<file path="src/rtl/systolic_pkg.sv">
// Shared definitions for the systolic edge feeder: FSM states, stream length, store selects.
package systolic_pkg;

  typedef enum logic [1:0] {
    S_IDLE   = 2'd0,
    S_CLEAR  = 2'd1,
    S_STREAM = 2'd2,
    S_DONE   = 2'd3
  } state_t;

  localparam logic SEL_A = 1'b0;
  localparam logic SEL_B = 1'b1;

  // Number of skewed stream steps needed for the last product to reach PE(N-1,N-1).
  function automatic int stream_len(input int n, input int k);
    return k + 2 * n - 2;
  endfunction

endpackage

</file>
<file path="src/rtl/feed_mem.sv">
// Operand store: DW x (N*K) register array, one write port, N combinational read ports.
module feed_mem #(
  parameter int N  = 4,
  parameter int K  = 4,
  parameter int DW = 4,
  parameter int AW = $clog2(N*K)
) (
  input  logic            clk,
  input  logic            rst,
  input  logic            wr_en,
  input  logic [AW-1:0]   wr_addr,
  input  logic [DW-1:0]   wr_data,
  input  logic [N*AW-1:0] rd_addr,
  output logic [N*DW-1:0] rd_data
);
  localparam int DEPTH = N * K;
  localparam logic [AW:0] DEPTH_V = (AW+1)'(DEPTH);

  logic [DW-1:0] mem_q [DEPTH];
  logic [DW-1:0] mem_d [DEPTH];
  logic          wr_ok;

  // Next store contents: a single in-range write, otherwise hold.
  always_comb begin
    mem_d = mem_q;
    wr_ok = wr_en && ({1'b0, wr_addr} < DEPTH_V);
    if (wr_ok) begin
      mem_d[wr_addr] = wr_data;
    end
  end

  // Store register array, cleared by reset.
  always_ff @(posedge clk or posedge rst) begin
    if (rst) begin
      for (int a = 0; a < DEPTH; a++) begin
        mem_q[a] <= '0;
      end
    end else begin
      mem_q <= mem_d;
    end
  end

  // Parallel read ports, one per array edge position.
  always_comb begin
    rd_data = '0;
    for (int p = 0; p < N; p++) begin
      rd_data[p*DW +: DW] = mem_q[rd_addr[p*AW +: AW]];
    end
  end

endmodule

</file>
<file path="src/rtl/systolic_feeder.sv">
// Edge feeder for an N x N output-stationary array: stores A and B, streams skewed
// zero-padded operands on the left/top edges, clears the array before each pass.
module systolic_feeder
  import systolic_pkg::*;
#(
  parameter int N  = 4,
  parameter int K  = 4,
  parameter int DW = 4,
  parameter int AW = $clog2(N*K)
) (
  input  logic            clk,
  input  logic            rst,
  input  logic            wr_en,
  input  logic            wr_sel,
  input  logic [AW-1:0]   wr_addr,
  input  logic [DW-1:0]   wr_data,
  input  logic            start,
  output logic            busy,
  output logic            done,
  output logic            arr_clr,
  output logic [N*DW-1:0] left_bus,
  output logic [N*DW-1:0] up_bus
);
  localparam int L  = stream_len(N, K);
  localparam int TW = (L > 1) ? $clog2(L) : 1;
  localparam logic [TW-1:0] T_LAST = TW'(L - 1);

  state_t          state_q, state_d;
  logic [TW-1:0]   t_q, t_d;
  logic            busy_q, busy_d;
  logic            done_q, done_d;
  logic            arr_clr_q, arr_clr_d;
  logic [N*DW-1:0] left_q, left_d;
  logic [N*DW-1:0] up_q, up_d;

  logic            store_we;
  logic [N*AW-1:0] a_rd_addr, b_rd_addr;
  logic [N*DW-1:0] a_rd_data, b_rd_data;
  logic [N-1:0]    a_vld, b_vld;

  feed_mem #(.N(N), .K(K), .DW(DW), .AW(AW)) u_mem_a (
    .clk     (clk),
    .rst     (rst),
    .wr_en   (store_we && (wr_sel == SEL_A)),
    .wr_addr (wr_addr),
    .wr_data (wr_data),
    .rd_addr (a_rd_addr),
    .rd_data (a_rd_data)
  );

  feed_mem #(.N(N), .K(K), .DW(DW), .AW(AW)) u_mem_b (
    .clk     (clk),
    .rst     (rst),
    .wr_en   (store_we && (wr_sel == SEL_B)),
    .wr_addr (wr_addr),
    .wr_data (wr_data),
    .rd_addr (b_rd_addr),
    .rd_data (b_rd_data)
  );

  // Pass sequencing: IDLE -> CLEAR -> STREAM (t = 0..L-1) -> DONE -> IDLE.
  always_comb begin
    state_d  = state_q;
    t_d      = t_q;
    store_we = wr_en && (state_q == S_IDLE);
    unique case (state_q)
      S_IDLE: begin
        if (start) begin
          state_d = S_CLEAR;
          t_d     = '0;
        end
      end
      S_CLEAR: begin
        state_d = S_STREAM;
        t_d     = '0;
      end
      S_STREAM: begin
        if (t_q == T_LAST) begin
          state_d = S_DONE;
        end else begin
          t_d = t_q + TW'(1);
        end
      end
      S_DONE: begin
        state_d = S_IDLE;
      end
      default: begin
        state_d = S_IDLE;
      end
    endcase
  end

  // Skew addressing: row i reads A[i][t-i], column j reads B[t-j][j], valid only inside 0..K-1.
  always_comb begin
    int ka;
    int kb;
    a_vld     = '0;
    b_vld     = '0;
    a_rd_addr = '0;
    b_rd_addr = '0;
    for (int i = 0; i < N; i++) begin
      ka       = int'(t_q) - i;
      a_vld[i] = (ka >= 0) && (ka < K);
      if (a_vld[i]) begin
        a_rd_addr[i*AW +: AW] = AW'(i * K + ka);
      end
    end
    for (int j = 0; j < N; j++) begin
      kb       = int'(t_q) - j;
      b_vld[j] = (kb >= 0) && (kb < K);
      if (b_vld[j]) begin
        b_rd_addr[j*AW +: AW] = AW'(j * K + kb);
      end
    end
  end

  // Registered edge outputs: zero-padded buses during STREAM, clear/done/busy strobes.
  always_comb begin
    busy_d    = (state_d != S_IDLE);
    done_d    = (state_q == S_DONE);
    arr_clr_d = (state_q == S_CLEAR);
    left_d    = '0;
    up_d      = '0;
    if (state_q == S_STREAM) begin
      for (int i = 0; i < N; i++) begin
        if (a_vld[i]) begin
          left_d[i*DW +: DW] = a_rd_data[i*DW +: DW];
        end
        if (b_vld[i]) begin
          up_d[i*DW +: DW] = b_rd_data[i*DW +: DW];
        end
      end
    end
  end

  // State and output registers; reset parks the FSM and holds the array in clear.
  always_ff @(posedge clk or posedge rst) begin
    if (rst) begin
      state_q   <= S_IDLE;
      t_q       <= '0;
      busy_q    <= 1'b0;
      done_q    <= 1'b0;
      arr_clr_q <= 1'b1;
      left_q    <= '0;
      up_q      <= '0;
    end else begin
      state_q   <= state_d;
      t_q       <= t_d;
      busy_q    <= busy_d;
      done_q    <= done_d;
      arr_clr_q <= arr_clr_d;
      left_q    <= left_d;
      up_q      <= up_d;
    end
  end

  assign busy     = busy_q;
  assign done     = done_q;
  assign arr_clr  = arr_clr_q;
  assign left_bus = left_q;
  assign up_bus   = up_q;

endmodule

</file>
<file path="config.mk">
export PLATFORM = sky130hd
export DESIGN_NAME = systolic_feeder
export DESIGN_NICKNAME = d
export VERILOG_FILES = /design/src/rtl/systolic_pkg.sv /design/src/rtl/feed_mem.sv /design/src/rtl/systolic_feeder.sv
export SDC_FILE = /design/constraint.sdc
export NUM_CORES = 1
export LEC_CHECK = 0
export ABC_AREA = 1
export BUFFER_PORTS_ARGS = -buffer_cell sky130_fd_sc_hd__buf_2
export CAP_MARGIN = 40
export CORE_ASPECT_RATIO = 0.8
export CORE_MARGIN = 1.5
export CORE_UTILIZATION = 53
export DETAILED_ROUTE_END_ITERATION = 8
export PLACE_DENSITY = 0.77
export SLEW_MARGIN = 15
export SYNTH_ARGS = -nofsm -noshare
export SYNTH_HDL_FRONTEND = slang
export SYNTH_SLANG_ARGS = --single-unit
export TNS_END_PERCENT = 5
</file>
<file path="constraint.sdc">
create_clock -name clk -period 8 [get_ports clk]
set_input_delay 2.4 -clock clk [delete_from_list [all_inputs] [get_ports clk]]
set_output_delay 2.4 -clock clk [all_outputs]
set_load 0.05 [all_outputs]
</file>
* Word level (Yosys, flattened, before mapping) *
Index checks and enable logic that the tools add are counted.

word-level totals
  register bits = 169
  input port bits = 13
  word-level logic and storage cells = 132
  output and inout port bits = 35

operators by class
  order comparisons = 14
  equal/unequal tests = 6
  mux-type cells = 48
  add/sub/neg operators = 7
  reduce and logical (&&, ||, !) cells = 12
  bitwise gates (word level) = 6

operators by type and width
  cell                   count
  $bmux W4 S4            8
  $bwmux W64             2
  $mux W4                31
  $mux W16               2
  $ge A5 B5 Y1 const B   5
  $not A4 Y5             5
  $demux W4 S4           1
  $ge A5 B1 Y1 const B   3
  $lt A5 B4 Y1 const B   3
  $pmux W4 S3            1
  $sub A4 B2 Y5 const B  2
  $add A4 B4 Y4 const A  2
  $logic_and A1 B1 Y1    8
  $pmux W2 S4            1
  $lt A5 B1 Y1 const B   1
  $sub A4 B1 Y5 const B  1
  $add A3 B4 Y4 const A  1
  $add A4 B1 Y4 const B  1
  $eq A2 B2 Y1 const B   2
  $eq A4 B4 Y1 const B   1
  $ge A4 B1 Y1 const B   1
  $lt A4 B3 Y1 const B   1
  $mux W2                2
  $ne A2 B2 Y1 const B   2
  6 further kinds        6

* Depth between registers and ports, before layout *
  word-level depth = 10
  depth in mapped cells = 13
  gate-level depth less buffers = 11

* Modules after synthesis *
From an unflattened synthesis, not the netlist that was laid out.

second synthesis, totals
  cell total of the unflattened synthesis = 1922
  area total of the unflattened synthesis = 11886.4 um2

by module, submodules not included
  module           area an instance (um2)  cells an instance  times used  sequential area each (um2)
  feed_mem         5034.8                  856                2           1601.5
  systolic_feeder  1816.7                  210                1           1027.2

* Worst setup path after synthesis *
Ideal clock, no wire load.

  path type = input to register
  start point = in wr_addr[0]
  end point = reg u_mem_a.mem_q[56] (netlist bit)
  required time = 7.865 ns
  cell stages on the path = 6
  arrival time = 3.214 ns
  library setup time = 0.135 ns
  path slack = 4.651 ns
  buffers on the path = 0
  path through = inv_1 > or2_2 > nor2_1 > nand2_1 > nand2_1 > o21ai_0

on the way
  longest elaborated chain between the ends = 6
  elaborated cells between the ends (all ways) = 7
  those cells by class = order compare: 2; mux: 3; bitwise: 1; reduce/logical: 1

ends and longest elaborated chain
  what                                                                       line                   RTL
  from (decl)                                                                systolic_feeder.sv:15  input logic [AW-1:0] wr_addr,
  $not A4 Y5 (not written as such) (*)                                       feed_mem.sv:28         mem_d[wr_addr] = wr_data;
  $ge A5 B5 Y1 (not written as such) / $lt A5 B1 Y1 (equally long branches)  feed_mem.sv:28
  $logic_and A1 B1 Y1 (not written as such)                                  feed_mem.sv:28
  $mux W4 (not written as such)                                              feed_mem.sv:28
  $demux W4 S4 (*)                                                           feed_mem.sv:28
  $bwmux W64 (*)                                                             feed_mem.sv:28
  to (signal assigned)                                                       feed_mem.sv:39         mem_q <= mem_d;
  to (decl)                                                                  feed_mem.sv:19         logic [DW-1:0] mem_q [DEPTH];

Mark *: on every way between the ends. The rest lies on a longest branch, timed or not.
A chain may end at the register's enable or synchronous reset.

* Worst setup path in the final report *
  start point = reg arr_clr_q (netlist: arr_clr)
  end point = out arr_clr

RTL lines
  what                    line                    RTL
  from (decl)             systolic_feeder.sv:32   logic arr_clr_q, arr_clr_d;
  from (signal assigned)  systolic_feeder.sv:151  arr_clr_q <= arr_clr_d;
  to (decl)               systolic_feeder.sv:20   output logic arr_clr,

No word-level cell between the ends.

==> impl_metrics.py <==
metrics = {
    "outcome": {
        "status": "finished, violations left",
        "failed_checks": "DRC",
    },
    "setup_path": {
        "worstSetupStartpointType": "register",
        "required_ps": 5600,
        "path_class": "register to output port",
        "cp_cell_sequence": "buf_2",
        "slowest_stage": "dfstp_2",
        "critical_path.max_stage_delay_ps": 510,
        "worst_ep_arrival_time_ps": 1190,
        "cp-end-kind": "output port",
        "path_buf_inv": 1,
        "crit_family": "flip-flops",
        "crit_fanout": 1,
    },
    "sta": {
        "slew_viol_final": 0,
        "fmax_ghz": 0.279,
        "layout_setup_ws_ps": 4410,
        "worst_pin_slew_ps": 785,
        "min_period_over_period": 0.449,
        "period_needed_ps": 3590,
        "relSlewSlack": 0.475,
        "holdWs_ps": 488,
        "grt_setup_unrepaired": "false",
        "finalHoldViolations": 0,
        "tns_ps": 0,
        "skew_ps": 8.50,
        "setup_violations": 0,
    },
    "drt": {
        "dr.first_iter.drc_count": 611,
        "routed_wl_mm": 17.9,
        "vias": 6379,
        "via_per_inst": 5.39,
        "drcViolationCount": 8,
        "drtAntennaViolNets": 0,
        "wl_per_cell_um": 15.2,
        "dr.pass1.iters": 9,
    },
    "layout": {
        "seq_area_um2": 4230,
        "multi_input_area_um2": 3150,
        "drive_gt1_frac": 0.129,
        "nNetsFinal": 1011,
        "area_growth_pct": 13.6,
        "diodes": 0,
        "fin_area_um2": 8940,
        "nFillCells": 1229,
    },
    "synthesis": {
        "synth-edff-count": 0,
        "syn_nets": 968,
        "syn_area_per_cell_um2": 8.33,
        "synth_cells": 944,
        "ys_seq_area_frac": 0.538,
        "synth_area_um2": 7870,
        "synth.distinct_cells": 37,
        "synthArstFlopShare": 1.00,
        "ys.flop_type": "dfrtp_1",
        "synth_seq_cells": 169,
        "synth_warnings": 0,
    },
    "die": {
        "die-area_um2": 15600,
        "fp.dieW_um": 139,
        "dieHeight_um": 112,
        "rows": 39,
        "coreArea_um2": 14400,
        "start_util": 0.547,
        "ios": 48,
    },
    "power": {
        "peakVddDrop_uv": 209,
        "power_density_nw_per_um2": 340,
        "leakagePower_nw": 4.55,
    },
    "clock_network": {
        "cts_setup_buffers": 0,
        "cts_tree": "yes",
        "cts_buffers": 17,
        "cts_resized": 0,
        "cts.sinks": 169,
        "clk_latency_ps": 440,
        "clk_pin_slew_ps": 70,
        "htree_num_levels": 4,
        "clockBufferDepth": 2,
        "cts-root-buf": "clkbuf_16",
        "cts_hold_buf": 0,
    },
    "grt": {
        "antenna_found_initial": 0,
        "grt_first_pass_wirelength_mm": 30.3,
        "grt.overflow.total": 0,
        "grt_pass1_vias": 6079,
        "top_usage_layer": "met2",
        "grt_max_degree": 91,
        "grt_use_met2": 0.390,
        "track_usage": 0.249,
        "grt_util_met1": 0.347,
        "met3_usage": 0.0417,
    },
    "placement": {
        "io_buffer_count": 47,
        "place_ws_ps": 4050,
        "place_congestion": 0.822,
        "place_area_um2": 8270,
        "dp_hpwl_mm": 11.6,
    },
    "min_path": {
        "hold_path.class": "register to register",
    },
    "flow_run": {
        "max_cap_violations": 0,
    },
}
-- report_power, final --
part           switching [mW]  internal [mW]
sequential              0.112           1.07
combinational           0.681          0.277
clock                   0.358          0.539
total                    1.15           1.89
-- logic make-up (layout without fill, tap and decap cells) --
group	count (synthesis)	count (layout)	share of synthesized area
AO/OA/AOI/OAI	163	163	0.104
adder cells (fa/ha/maj)	11	11	0.0175
XOR/XNOR	1	1	0.00111
flip-flops	169	169	0.538
buffers and inverters	110	166	0.0614
AND/OR/NAND/NOR	490	490	0.278
-- final timing paths --
| path | end | slack (ps) | from | cells past startpoint |
|---|---|---|---|---|
| max | arr_clr | 4410 | arr_clr | 1 |
| min | u_mem_a.mem_q[59] | 490 | u_mem_a.mem_q[59] | 2 |
| max reg2reg | up_bus[6] | 4670 | t_q[0] | 10 |
| min reg2reg | u_mem_a.mem_q[59] | 490 | u_mem_a.mem_q[59] | 2 |
| max in group asynchronous | t_q[3] | 4730 | rst | 5 |
| min in group asynchronous | u_mem_b.mem_q[14] | 1870 | rst | 2 |
-- routing by layer --
layer	vias to the layer above	part of all wire
met5	-	0
met4	0	0.018
met3	26	0.058
met2	185	0.46
met1	3053	0.46
li1	3115	-
-- flip-flops by register name (all words and copies together) (netlist names) --
name	flops
u_mem_a.mem_q	64
u_mem_b.mem_q	64
left_bus	16
up_bus	16
t_q	4
state_q	2
arr_clr	1
busy	1
done	1
-- stage by stage --
stage | std cells | utilization | power, mW
floorplan | 944 | - | 1.92
global placement | 1146 | 0.568 | 2.10
detailed placement | 1151 | 0.574 | 2.14
CTS | 1183 | 0.619 | 3.04
global route | 1184 | 0.621 | 3.23
finish | 1184 | 0.621 | 3.04
-- final cells by class --
class	count	share of cell area
inverter	77	0.0334
clock inverter	14	0.0231
sequential	169	0.473
tap	184	0.0257
multi-input combinational	665	0.353
timing repair buffer	57	0.0427
clock buffer	18	0.0491
-- cell usage in the layout (no fill, tap or decap), types with 11 or more instances in the layout --
cell	n
a21oi_1	24
buf_2	47
clkbuf_16	17
dfrtp_1	168
ha_1	11
inv_1	70
nand2_1	301
nand3_1	25
nand4_1	24
nor2_1	100
o21ai_0	96
o21ai_1	40
-- cell usage after synthesis, types with 2 or more instances --
master / instances / share of area
nor3_1: 5 / 0.0032
nand2_1: 301 / 0.14
nand2_2: 3 / 0.0024
clkbuf_1: 16 / 0.0076
nor3_4: 2 / 0.0041
nor2_4: 2 / 0.0029
nor2_1: 100 / 0.048
a31oi_1: 2 / 0.0016
nand3_2: 2 / 0.0025
inv_4: 2 / 0.0016
or2_2: 4 / 0.0032
inv_2: 2 / 0.00095
clkinv_1: 2 / 0.00095
nand3_1: 25 / 0.016
dfrtp_1: 168 / 0.53
buf_4: 3 / 0.0029
a21oi_1: 24 / 0.015
nand4_1: 24 / 0.019
ha_1: 11 / 0.017
nor2_2: 4 / 0.0032
o21ai_0: 96 / 0.061
buf_6: 4 / 0.0057
nand2_4: 10 / 0.014
buf_2: 8 / 0.0051
nand3_4: 3 / 0.0067
o21ai_1: 40 / 0.025
inv_1: 71 / 0.034
(Power assumes the default switching activity.)
